**config.mk**
```make
export PLATFORM = sky130hd
export DESIGN_NAME = int_rti_sequencer
export DESIGN_NICKNAME = d
export VERILOG_FILES = /design/src/rtl/int_rti_sequencer_pkg.sv /design/src/rtl/int_stack_ptr.sv /design/src/rtl/int_rti_sequencer.sv
export SDC_FILE = /design/constraint.sdc
export NUM_CORES = 1
export LEC_CHECK = 0
export CAP_MARGIN = 20
export CELL_PAD_IN_SITES_DETAIL_PLACEMENT = 1
export CELL_PAD_IN_SITES_GLOBAL_PLACEMENT = 1
export CORE_ASPECT_RATIO = 0.5
export CORE_MARGIN = 1.5
export CORE_UTILIZATION = 36
export DETAILED_ROUTE_END_ITERATION = 16
export PLACE_DENSITY_LB_ADDON = 0.05
export SETUP_SLACK_MARGIN = 0.5
export SKIP_LAST_GASP = 1
export SLEW_MARGIN = 5
export SYNTH_ARGS = -nofsm -noshare
export SYNTH_HDL_FRONTEND = slang
export SYNTH_SLANG_ARGS = --single-unit
```
**constraint.sdc**
```tcl
create_clock -name clk -period 2.6 [get_ports clk]
set_clock_uncertainty 0.05 [all_clocks]
set_input_delay 0.26 -clock clk [delete_from_list [all_inputs] [get_ports clk]]
set_output_delay 0.26 -clock clk [all_outputs]
set_load 0.02 [all_outputs]
```
**src/rtl/int_rti_sequencer_pkg.sv**
```systemverilog
// Shared types for the interrupt/RTI sequencer: state encoding, stack word,
// the registered output bundle and the per-state output decode.
package int_rti_sequencer_pkg;

    typedef logic [15:0] stack_word_t;

    localparam stack_word_t SP_RESET_DEFAULT = 16'hFFFF;

    typedef enum logic [2:0] {
        IDLE    = 3'd0,
        DRAIN   = 3'd1,
        PUSH_HI = 3'd2,
        PUSH_LO = 3'd3,
        VECTOR  = 3'd4,
        RD_LO   = 3'd5,
        WR_LO   = 3'd6,
        WR_HI   = 3'd7
    } seq_state_t;

    typedef struct packed {
        logic        busy;
        logic        INTStall;
        logic        startINT;
        logic        memWrite;
        logic        memRead;
        logic        writePcHigh;
        logic        writePcLow;
        stack_word_t memAddr;
        stack_word_t memDataOut;
    } seq_out_t;

    // Output values for the state being entered; addr/data are ignored by
    // states that do not touch the stack so unused buses stay at zero.
    function automatic seq_out_t state_outputs(input seq_state_t s,
                                               input stack_word_t addr,
                                               input stack_word_t data);
        seq_out_t o;
        o      = '0;
        o.busy = (s != IDLE);
        case (s)
            DRAIN: o.INTStall = 1'b1;
            PUSH_HI, PUSH_LO: begin
                o.INTStall   = 1'b1;
                o.memWrite   = 1'b1;
                o.memAddr    = addr;
                o.memDataOut = data;
            end
            VECTOR: o.startINT = 1'b1;
            RD_LO: begin
                o.memRead = 1'b1;
                o.memAddr = addr;
            end
            WR_LO: begin
                o.writePcLow = 1'b1;
                o.memRead    = 1'b1;
                o.memAddr    = addr;
            end
            WR_HI: o.writePcHigh = 1'b1;
            default: ;
        endcase
        return o;
    endfunction

endpackage

```
**src/rtl/int_stack_ptr.sv**
```systemverilog
// 16-bit stack pointer with increment/decrement controls; wraps modulo 2^16.
// Updates on the falling clock edge, matching the PC register.
module int_stack_ptr
    import int_rti_sequencer_pkg::*;
#(
    parameter logic [15:0] SP_RESET = SP_RESET_DEFAULT
) (
    input  logic        clk,
    input  logic        Rst,
    input  logic        inc,
    input  logic        dec,
    output logic [15:0] sp
);

    always_ff @(negedge clk) begin
        if (Rst) begin
            sp <= SP_RESET;
        end else if (inc) begin
            sp <= sp + 16'd1;
        end else if (dec) begin
            sp <= sp - 16'd1;
        end
    end

endmodule

```
**src/rtl/int_rti_sequencer.sv**
```systemverilog
// Interrupt entry (drain, push PC, vector) and RTI return (pop PC) sequencer.
// Optional INT_PENDING_EN: remember an intReq that arrives while busy.
module int_rti_sequencer
    import int_rti_sequencer_pkg::*;
#(
    parameter int          DRAIN_CYCLES = 3,
    parameter logic [15:0] SP_RESET     = SP_RESET_DEFAULT
) (
    input  logic        clk,
    input  logic        Rst,
    input  logic        intReq,
    input  logic        rtiReq,
    input  logic        stallIn,
    input  logic [31:0] pcIn,
    input  logic [15:0] memDataIn,
    output logic [15:0] memAddr,
    output logic [15:0] memDataOut,
    output logic        memWrite,
    output logic        memRead,
    output logic        startINT,
    output logic        INTStall,
    output logic        writePcHigh,
    output logic        writePcLow,
    output logic [15:0] returnAddress,
    output logic        busy,
    output logic [2:0]  dbgState,
    output logic [15:0] dbgSp
);

    localparam int CNT_W = (DRAIN_CYCLES > 1) ? $clog2(DRAIN_CYCLES) : 1;
    localparam logic [CNT_W-1:0] CNT_LAST = CNT_W'(DRAIN_CYCLES - 1);

    seq_state_t       state;
    seq_out_t         outs;
    logic [CNT_W-1:0] drainCnt;
    logic [31:0]      savedPc;
    stack_word_t      sp;
    logic             spInc;
    logic             spDec;
    logic             intTake;

    // sp moves as each stack access retires; a stalled WR_LO keeps it put.
    assign spInc = (state == RD_LO) || ((state == WR_LO) && !stallIn);
    assign spDec = (state == PUSH_HI) || (state == PUSH_LO);

    int_stack_ptr #(.SP_RESET(SP_RESET)) u_sp (
        .clk (clk),
        .Rst (Rst),
        .inc (spInc),
        .dec (spDec),
        .sp  (sp)
    );

`ifdef INT_PENDING_EN
    logic pending;

    always_ff @(negedge clk) begin
        if (Rst) begin
            pending <= 1'b0;
        end else if ((state == IDLE) && !rtiReq && intTake) begin
            pending <= 1'b0;
        end else if (intReq && ((state != IDLE) || rtiReq)) begin
            pending <= 1'b1;
        end
    end

    assign intTake = intReq | pending;
`else
    assign intTake = intReq;
`endif

    always_ff @(negedge clk) begin
        if (Rst) begin
            state    <= IDLE;
            drainCnt <= '0;
            savedPc  <= '0;
            outs     <= '0;
        end else begin
            case (state)
                IDLE: begin
                    if (rtiReq) begin
                        state <= RD_LO;
                        outs  <= state_outputs(RD_LO, sp + 16'd1, '0);
                    end else if (intTake) begin
                        state    <= DRAIN;
                        savedPc  <= pcIn;
                        drainCnt <= '0;
                        outs     <= state_outputs(DRAIN, '0, '0);
                    end
                end
                DRAIN: begin
                    drainCnt <= drainCnt + 1'b1;
                    if (drainCnt == CNT_LAST) begin
                        state <= PUSH_HI;
                        outs  <= state_outputs(PUSH_HI, sp, savedPc[31:16]);
                    end
                end
                // sp decrements on this edge, so the low word lands at sp-1.
                PUSH_HI: begin
                    state <= PUSH_LO;
                    outs  <= state_outputs(PUSH_LO, sp - 16'd1, savedPc[15:0]);
                end
                PUSH_LO: begin
                    state <= VECTOR;
                    outs  <= state_outputs(VECTOR, '0, '0);
                end
                VECTOR: begin
                    if (!stallIn) begin
                        state <= IDLE;
                        outs  <= state_outputs(IDLE, '0, '0);
                    end
                end
                // sp increments on this edge, so the high word is at sp+2 now.
                RD_LO: begin
                    state <= WR_LO;
                    outs  <= state_outputs(WR_LO, sp + 16'd2, '0);
                end
                WR_LO: begin
                    if (!stallIn) begin
                        state <= WR_HI;
                        outs  <= state_outputs(WR_HI, '0, '0);
                    end
                end
                WR_HI: begin
                    if (!stallIn) begin
                        state <= IDLE;
                        outs  <= state_outputs(IDLE, '0, '0);
                    end
                end
                default: begin
                    state <= IDLE;
                    outs  <= '0;
                end
            endcase
        end
    end

    // Read data arrives one cycle after the read, so it passes straight through.
    assign returnAddress = (outs.writePcLow | outs.writePcHigh) ? memDataIn : 16'h0000;

    assign memAddr     = outs.memAddr;
    assign memDataOut  = outs.memDataOut;
    assign memWrite    = outs.memWrite;
    assign memRead     = outs.memRead;
    assign startINT    = outs.startINT;
    assign INTStall    = outs.INTStall;
    assign writePcHigh = outs.writePcHigh;
    assign writePcLow  = outs.writePcLow;
    assign busy        = outs.busy;
    assign dbgState    = state;
    assign dbgSp       = sp;

endmodule

```
==> out/results.ini, run 1 <==
[yosys]
postSynth.asyncResetShare_pct = 0
yosysMostFrequentCell = nand2_1
synth_area_um2 = 5117
ys_top_cells_by_area = dfxtp_1 (36%), nand2_1 (8.1%), a21oi_1 (6.7%)
seq_area_frac_synth_pct = 35.99
synth_common_cells = nand2_1 (111), dfxtp_1 (92), a21oi_1 (68)
synth_top_area_share_pct = 35.99
yosysWarnings = 0
ys_seq_elements = 92
synth-edff-count = 0
synth-main-ff-cell = dfxtp_1
syn_area_per_cell_um2 = 7.837
synth_nets = 712
syn_inst = 653
yosysTopAreaCell = dfxtp_1
synth_cell_type_count = 67

[floorplan]
die_h_um = 87.31
die_w_um = 171.6
rows = 30
start_util_pct = 37.35
io_pins = 127

[place]
preCtsSetupSlack_ns = -0.8313
placed_cell_area_um2 = 7193
portBuffers = 126
hpwl_um = 12460
gp_congestion = 0.8658

[grt]
grt_max_degree = 49
antenna_found_initial = 5

[status]
lastStage = global routing (5_1_grt)
outcome = stopped before the end
run.stop_error = [ERROR DPL-0033] detailed placement checks failed during check placement.

[clock_tree]
htree_levels = 3
cts_buffer_depth = 2
cts-root-buf = clkbuf_16
cts_buffers = 9
clock-sinks = 92
cts_hold_buf = 0

[timing]
endpoint_type = top-level output
worst_endpoint = returnAddress[1]

## per-stage QoR
step | std cells | setup TNS, ns
after global placement | 975 | -59.33
after CTS | 1151 | -6.036
after floorplan | 653 | -3.744
after detailed placement | 975 | -63.14
## timing repair
action,in CTS
pin swaps,98
gates resized for setup,616
cloned,8
setup endpoints to repair,166
setup buffers,61
## logic make-up after synthesis
logic type                 count (synthesis)  synth area share (%)
adders and majority gates                  6                 1.467
DFF                                       92                 35.99
buffers and inverters                     71                 6.454
muxes                                      2                0.3912
and+or+nand+nor                          278                 27.80
xor gates and xnor gates                  39                 6.675
AOI/OAI and AO/OA                        165                 21.22
==> run 2, diff against run 1 <==
--- a/config.mk
+++ b/config.mk
@@ -6,14 +6,10 @@
 export NUM_CORES = 1
 export LEC_CHECK = 0
 export CAP_MARGIN = 20
-export CELL_PAD_IN_SITES_DETAIL_PLACEMENT = 1
-export CELL_PAD_IN_SITES_GLOBAL_PLACEMENT = 1
-export CORE_ASPECT_RATIO = 0.5
 export CORE_MARGIN = 1.5
-export CORE_UTILIZATION = 36
+export CORE_UTILIZATION = 40
 export DETAILED_ROUTE_END_ITERATION = 16
-export PLACE_DENSITY_LB_ADDON = 0.05
-export SETUP_SLACK_MARGIN = 0.5
+export PLACE_DENSITY_LB_ADDON = 0.15
 export SKIP_LAST_GASP = 1
 export SLEW_MARGIN = 5
 export SYNTH_ARGS = -nofsm -noshare
==> out/results.ini, run 2 <==
[routing]
drc = 0
drt_iter0_drc = 332
dr.pass1.iters = 5
wl_per_cell_um = 16.79
wl_um = 17980
vias_per_cell = 5.392
ant_nets = 0
via_count = 5775

[power]
combPwrFrac_pct = 60.3
p_leak_nw = 3.366
power.net_switching_w = 0.004628
power_density_nw_per_um2 = 1268
power.internal_w = 0.004990
switching_share_pct = 48.12
power.share.clock_pct = 20.1
vdd_drop_max_uv = 958.2
power_frac_seq_pct = 19.6
total_power_w = 0.009617

[cells_and_area]
fill_cells = 1181
drive_above_1_share_pct = 24.69
antennaDiodeCount = 0
largest_reg_flops = 32
design_area_um2 = 7584
largest_register = savedPc
area_growth_syn_to_layout_pct = 48.19
final_cells = 1071
final_cell_mix = nand2_1 (109), inv_1 (98), dfxtp_1 (89), buf_4 (79), a21oi_1 (62)
layout_commonest_cell = nand2_1
nets = 953

[setup_path]
end_kind = output port
worstSetupPathType = register to output port
crit_required_ns = 2.29
critPathArrivalTime_ns = 2.56
crit_fanout = 16
start_kind = register

[grt]
grt_max_degree = 48
grtUsageTotal_pct = 26.76
grt-ovfl-total = 0
grt_pass1_vias = 5728
antenna_found_initial = 0
grt_pass1_wl_um = 27790

[timing]
maxSlewViolCount = 0
slew-limit-headroom_pct = 62.99
setup_viol = 18
worst_slew_pin_slew_ns = 0.5501
whs_ns = 0.4004
hold_viol = 0
setup_ws_ns = -0.2656
rsz0062_at_grt = true

[clock_tree]
clk_pin_slew_ns = 0.04
cts-root-buf = clkbuf_16
cts_buffers = 9
clock-sinks = 92
clkLatencyLatePin_ns = 0.43
cts_buffer_depth = 2
cts_tree = done
htree_levels = 3

[floorplan]
coreArea_um2 = 12570
die-area_um2 = 13480
io_pins = 127
die_w_um = 116.1
rows = 41
start_util_pct = 40.72
die_h_um = 116.1

[yosys]
synth_cell_type_count = 67
synth-edff-count = 0
ys_top_cells_by_area = dfxtp_1 (36%), nand2_1 (8.1%), a21oi_1 (6.7%)
syn_inst = 653
synth_nets = 712
synth_common_cells = nand2_1 (111), dfxtp_1 (92), a21oi_1 (68)
seq_area_frac_synth_pct = 35.99
syn_area_per_cell_um2 = 7.837
synth-main-ff-cell = dfxtp_1
yosysTopAreaCell = dfxtp_1
synth_area_um2 = 5117
ys_seq_elements = 92
synth_top_area_share_pct = 35.99
postSynth.asyncResetShare_pct = 0
yosysWarnings = 0
yosysMostFrequentCell = nand2_1

[run]
cap_violations = 0

[place]
placed_cell_area_um2 = 6922
hpwl_um = 11820
portBuffers = 126
gp_congestion = 0.9425
dp.cells = 949

[worst_hold_path]
hold_path.class = register to register

[status]
violations = negative setup slack
outcome = finished, violations left

run 2: area by class of cell:
| type | count | area [um^2] | area share (%) |
|---|---|---|---|
| sequential | 92 | 1848 | 24.37 |
| clock buffer | 9 | 225.2 | 2.970 |
| clock inverter | 99 | 426.7 | 5.626 |
| tap | 172 | 215.2 | 2.838 |
| timing repair buffer | 201 | 1684 | 22.21 |
| multi-input combinational | 492 | 3162 | 41.69 |
| inverter | 6 | 22.52 | 0.2970 |
run 2: critical path, stage by stage, from the launching register on:
cell	delay [ns]
dfxtp_2	0.33
nor2_4	0.12
buf_12	0.16
nor2b_1	0.06
buf_4	0.15
run 2: worst paths after layout:
kind | end | startpoint | slack [ns] | depth (start not counted)
max | returnAddress[9] | writePcHigh | -0.27 | 4
min | savedPc[15] | savedPc[15] | 0.40 | 2
max reg2reg | memAddr[15] | dbgState[2] | 0.24 | 6
min reg2reg | savedPc[15] | savedPc[15] | 0.40 | 2
run 2: logic make-up (layout without fill, tap and decap cells):
group,count (synthesis),after routing,share of synthesized area (%)
multiplexers,2,2,0.3912
adder cells (fa/ha/maj),6,6,1.467
AO/OA/AOI/OAI,165,165,21.22
flip-flops,92,92,35.99
buffers and inverters,71,315,6.454
AND/OR/NAND/NOR,278,280,27.80
XOR/XNOR,39,39,6.675
run 2: what timing repair did:
item                                   CTS  global route
endpoints found under the hold margin    0             0
gates resized for setup                328            47
hold buffers                             0             0
setup endpoints to repair              164            58
cloned                                   4             0
pin swaps                                7            15
buffers inserted                         8             5
run 2: power by group through the flow:
stage / logic [W] / clock network [W] / registers, W
3_3_place_gp: 0.00529 / 0.000217 / 0.00190
4_1_cts: 0.00560 / 0.00199 / 0.00188
2_1_floorplan: 0.00322 / 0.000217 / 0.00221
5_1_grt: 0.00624 / 0.00215 / 0.00191
6_report: 0.00580 / 0.00194 / 0.00188
3_5_place_dp: 0.00533 / 0.000217 / 0.00191
run 2: per-stage QoR:
stage	util [%]	setup WS, ns	TNS, ns
2_1_floorplan	-	-0.1300	-4.243
3_3_place_gp	55.07	-0.7579	-67.18
3_5_place_dp	55.07	-0.8432	-71.95
4_1_cts	59.01	-0.2417	-3.803
5_1_grt	60.34	-0.3015	-4.898
6_report	60.34	-0.2656	-4.290
run 2: layer usage:
| metal | share of wire, % | routed length, um | GRT usage [%] |
|---|---|---|---|
| met1 | 42 | 7612 | 33.22 |
| met2 | 47 | 8528 | 42.04 |
| met3 | 8.0 | 1446 | 8.666 |
| met4 | 2.2 | 393 | 13.01 |
| met5 | 0 | 0 | 0 |
Power figures use the tool's default switching activity.
==> run 3, diff against run 2 <==
==> constraint.sdc (replaced) <==
create_clock -name clk -period 2.9 [get_ports clk]
set_clock_uncertainty 0.05 [all_clocks]
set_input_delay 0.29 -clock clk [delete_from_list [all_inputs] [get_ports clk]]
set_output_delay 0.29 -clock clk [all_outputs]
set_load 0.02 [all_outputs]
==> out/results.ini, run 3 (synthesis results as in run 2) <==
[status]
outcome = finished, violations left
violations = negative setup slack

[setup_path]
end_kind = output port
reg2reg_to = memAddr[13]
crit_required_ns = 2.56
reg2reg_slack_ns = 0.56
worstSetupPathType = register to output port
worstReg2RegStart = dbgState[2]
start_kind = register
crit_fanout = 16
reg2reg_depth = 6
critPathArrivalTime_ns = 2.66
critPathBufInv = 2
critical_path.top_delay_family = flip-flops
cp_num_cells = 4
cp_cell_sequence = nor2_4 -> buf_12 -> nor2b_1 -> buf_4
critPathMaxStageDelay_ns = 0.32
crit_slowest_cell = dfxtp_2

[worst_hold_path]
hold_path.class = register to register
min_from = memDataOut[4]
min_to = memDataOut[4]
whs_path_depth = 2

[routing]
drc = 0
vias_per_cell = 5.394
drt_iter0_drc = 528
via_count = 5825
dr.pass1.iters = 5
wl_um = 17320
wl_per_cell_um = 16.04
ant_nets = 0

[clock_tree]
clkLatencyLatePin_ns = 0.42
cts_buffers = 9
clk_pin_slew_ns = 0.03
htree_levels = 3
cts_tree = done
cts_hold_buf = 0
cts-root-buf = clkbuf_16
clock-sinks = 92
cts_buffer_depth = 2

[grt]
grt-ovfl-total = 0
grt_pass1_wl_um = 26630
grt_max_degree = 48
antenna_found_initial = 0
grtUsageTotal_pct = 25.38
grt_pass1_vias = 5692

[timing]
hold_viol = 0
rsz0062_at_grt = true
slew-limit-headroom_pct = 61.02
maxSlewViolCount = 0
setup_ws_ns = -0.09653
setup_viol = 16
worst_slew_pin_slew_ns = 0.5766

[cells_and_area]
antennaDiodeCount = 0
final_cells = 1080
largest_reg_flops = 32
area_growth_syn_to_layout_pct = 52.03
largest_register = savedPc
nets = 963
post-route-util_pct = 61.90
final_cell_mix = nand2_1 (110), inv_1 (98), dfxtp_1 (90), buf_4 (85), a21oi_1 (64)
drive_above_1_share_pct = 20.15
layout_commonest_cell = nand2_1

[place]
dp.cells = 947
gp_congestion = 0.9940
preCtsSetupSlack_ns = -0.6719
portBuffers = 126
hpwl_um = 11530

[floorplan]
io_pins = 127
die-area_um2 = 13480
rows = 41
start_util_pct = 40.72
die_h_um = 116.1
coreArea_um2 = 12570
die_w_um = 116.1

[power]
power_density_nw_per_um2 = 1114
total_power_w = 0.008668
vdd_drop_max_uv = 917.4
p_leak_nw = 3.403

[run]
cap_violations = 0

==> run 3: cell types whose count changed in the layout (fill, tap and decap cells not counted), moves of 3 or more <==
cell,delta
buf_4,+6
dlygate4sd2_1,+19
clkbuf_2,+14
buf_2,-50
clkdlybuf4s15_1,+23
or3_1,+3
clkbuf_16,+3
buf_12,-5
or3_4,-3
==> run 3: timing repair <==
| item | in CTS | in global routing |
|---|---|---|
| setup endpoints to repair | 158 | 66 |
| setup buffers | 12 | 9 |
| gates cloned | 2 | 4 |
| resized for setup | 179 | 63 |
| pin swaps | 5 | 4 |
| hold endpoints to repair | 0 | 0 |
==> run 3: worst register-to-register path, cell delays in order (launching register included) <==
cell and delay (ns):
dfxtp_1 0.31, buf_4 0.45, nand4_1 0.43, nor2_1 0.34, a22oi_1 0.13, or3_1 0.37, a31oi_1 0.18
==> run 3: cell type report <==
class                   count  area (um^2)
repair buffers            212         1924
clock inverters            98        416.7
well taps                 172        215.2
fillers                  1159         4788
inverters                   6        22.52
multi-input cells         491         3132
flip-flops and latches     92         1844
clock buffers               9        225.2
==> run 3: power by group <==
group | internal (W) | switching [W] | leakage [nW] | total (W)
logic | 0.00227 | 0.00296 | 2.02 | 0.00523
registers | 0.00155 | 0.000158 | 0.751 | 0.00171
clock network | 0.000842 | 0.000884 | 0.631 | 0.00173
==> run 3: how the worst max path moves through the flow <==
stage,end,start
2_1_floorplan,returnAddress[10],writePcLow
3_3_place_gp,memAddr[7],rtiReq
3_5_place_dp,memAddr[5],rtiReq
4_1_cts,returnAddress[13],writePcLow
5_1_grt,returnAddress[12],writePcLow
6_report,returnAddress[12],writePcHigh
==> run 3: metal layers <==
metal	GRT usage, %	share of wire (%)
met1	31.14	42
met2	40.75	48
met3	8.614	7.9
met4	10.81	1.7
met5	0	0
==> run 3: through the flow <==
stage / setup TNS (ns) / area, um^2 / hold WS, ns
2_1_floorplan: -0.2682 / 5223 / 0.3860
3_3_place_gp: -50.55 / 6825 / 0.3928
3_5_place_dp: -55.24 / 6825 / 0.3965
4_1_cts: -1.534 / 7580 / 0.3979
5_1_grt: -2.097 / 7780 / 0.4169
6_report: -1.374 / 7780 / 0.3981
==> run 4, diff against run 3 <==
--- a/config.mk
+++ b/config.mk
@@ -9,7 +9,7 @@
 export CORE_MARGIN = 1.5
 export CORE_UTILIZATION = 40
 export DETAILED_ROUTE_END_ITERATION = 16
-export PLACE_DENSITY_LB_ADDON = 0.15
+export PLACE_DENSITY = 0.72
 export SKIP_LAST_GASP = 1
 export SLEW_MARGIN = 5
 export SYNTH_ARGS = -nofsm -noshare
==> out/results.ini, run 4 (synthesis results as in run 2) <==
[timing]
slew-limit-headroom_pct = 51.20
setup_viol = 17
rsz0062_at_grt = true
hold_viol = 0
worst_slew_pin_slew_ns = 0.7228
setup_ws_ns = -0.1684
maxSlewViolCount = 0

[clock_tree]
clkLatencyLatePin_ns = 0.41
clk_pin_slew_ns = 0.05
cts_hold_buf = 0
cts_buffer_depth = 2
cts_buffers = 9
cts_tree = done
htree_levels = 3
clock-sinks = 92
cts-root-buf = clkbuf_16

[setup_path]
crit_top_cell = buf_4
worstSetupPathType = register to output port
crit_required_ns = 2.56
crit_fanout = 5
critPathArrivalTime_ns = 2.73
crit_slowest_cell = dfxtp_4
cp_cell_sequence = nor2_4 -> buf_4 -> nor2b_1 -> buf_4
critPathMaxStageDelay_ns = 0.35
end_kind = output port
start_kind = register

[power]
vdd_drop_max_uv = 855.8
p_leak_nw = 3.298
power_density_nw_per_um2 = 1092

[run]
cap_violations = 0

[routing]
drc = 0
ant_nets = 0
wl_um = 17440
vias_per_cell = 5.379
via_count = 5756
dr.pass1.iters = 5
wl_per_cell_um = 16.30
drt_iter0_drc = 388

[floorplan]
coreArea_um2 = 12570
start_util_pct = 40.72
rows = 41
die_w_um = 116.1
die_h_um = 116.1
die-area_um2 = 13480
io_pins = 127

[status]
violations = negative setup slack
outcome = finished, violations left

[grt]
grt_pass1_vias = 5595
antenna_found_initial = 0
met2_usage_pct = 40.31
grtUsageTotal_pct = 25.63
grt_pass1_wl_um = 26940
top_usage_layer = met2
grt_use_met3_pct = 9.341
grt-ovfl-total = 0
grt_max_degree = 48
use_met1_pct = 31.52

[cells_and_area]
final_cell_mix = nand2_1 (109), inv_1 (98), dfxtp_1 (90), buf_4 (83), a21oi_1 (65)
nets = 953
area_growth_syn_to_layout_pct = 48.24
drive_above_1_share_pct = 18.82
antennaDiodeCount = 0
layout_commonest_cell = nand2_1
design_area_um2 = 7586
largest_reg_flops = 32
largest_register = savedPc

[worst_hold_path]
hold_path.class = register to register

[place]
gp_congestion = 0.8955
hpwl_um = 11590
placed_cell_area_um2 = 6840
portBuffers = 126
preCtsSetupSlack_ns = -0.7140

## run 4: metrics by stage
step                cells  setup TNS, ns  hold slack [ns]  util (%)  power, W
floorplan             653        -0.2682           0.3860         -  0.005005
global placement      949         -56.70           0.3914     54.43  0.006496
detailed placement    949         -61.44           0.3970     54.43  0.006569
CTS                  1065         -1.769           0.4012     60.17  0.008231
global route         1070         -2.973           0.4195     60.36  0.008911
finish               1070         -1.997           0.3987     60.36  0.008286
## run 4: worst paths after layout
kind / cells past startpoint / slack (ns) / endpoint / start
setup / recovery: 4 / -0.17 / returnAddress[1] / writePcLow
hold / removal: 2 / 0.40 / memDataOut[4] / memDataOut[4]
setup reg to reg: 7 / 0.56 / memAddr[11] / dbgState[0]
hold reg to reg: 2 / 0.40 / memDataOut[4] / memDataOut[4]
## run 4: per-layer routing
layer  share of wire, %  routed length (um)  up-vias
li1                   -                   -     2781
met3                7.6                1319       31
met5                  0                   0        -
met4                2.1                 375        0
met2                 50                8643      251
met1                 41                7105     2693
## run 4: critical path, delay by kind of cell (launching register included)
| family | cells | cell delay (ns) |
|---|---|---|
| buffers and inverters | 2 | 0.30 |
| DFF | 1 | 0.35 |
| and+or+nand+nor | 2 | 0.22 |
## run 4: power by group
| part | switching, W | internal (W) | total, W | leakage, nW |
|---|---|---|---|---|
| Clock | 0.000906 | 0.000778 | 0.00168 | 0.634 |
| Sequential | 0.000150 | 0.00155 | 0.00170 | 0.752 |
| Combinational | 0.00291 | 0.00199 | 0.00490 | 1.91 |
| Total | 0.00397 | 0.00432 | 0.00829 | 3.30 |
## run 4: area by class of cell
cell class,instances,area (um^2)
clock buffer,9,225.2
clock inverter,98,415.4
fill,1152,4982
inverter,6,22.52
multi-input combinational,492,3127
sequential,92,1849
tap,172,215.2
timing repair buffer,201,1732
## run 4: what timing repair did
action,CTS,global route
gates resized for setup,178,58
pin swaps,8,6
buffers inserted,11,6
endpoints found under the setup margin,162,71
gates cloned,1,1
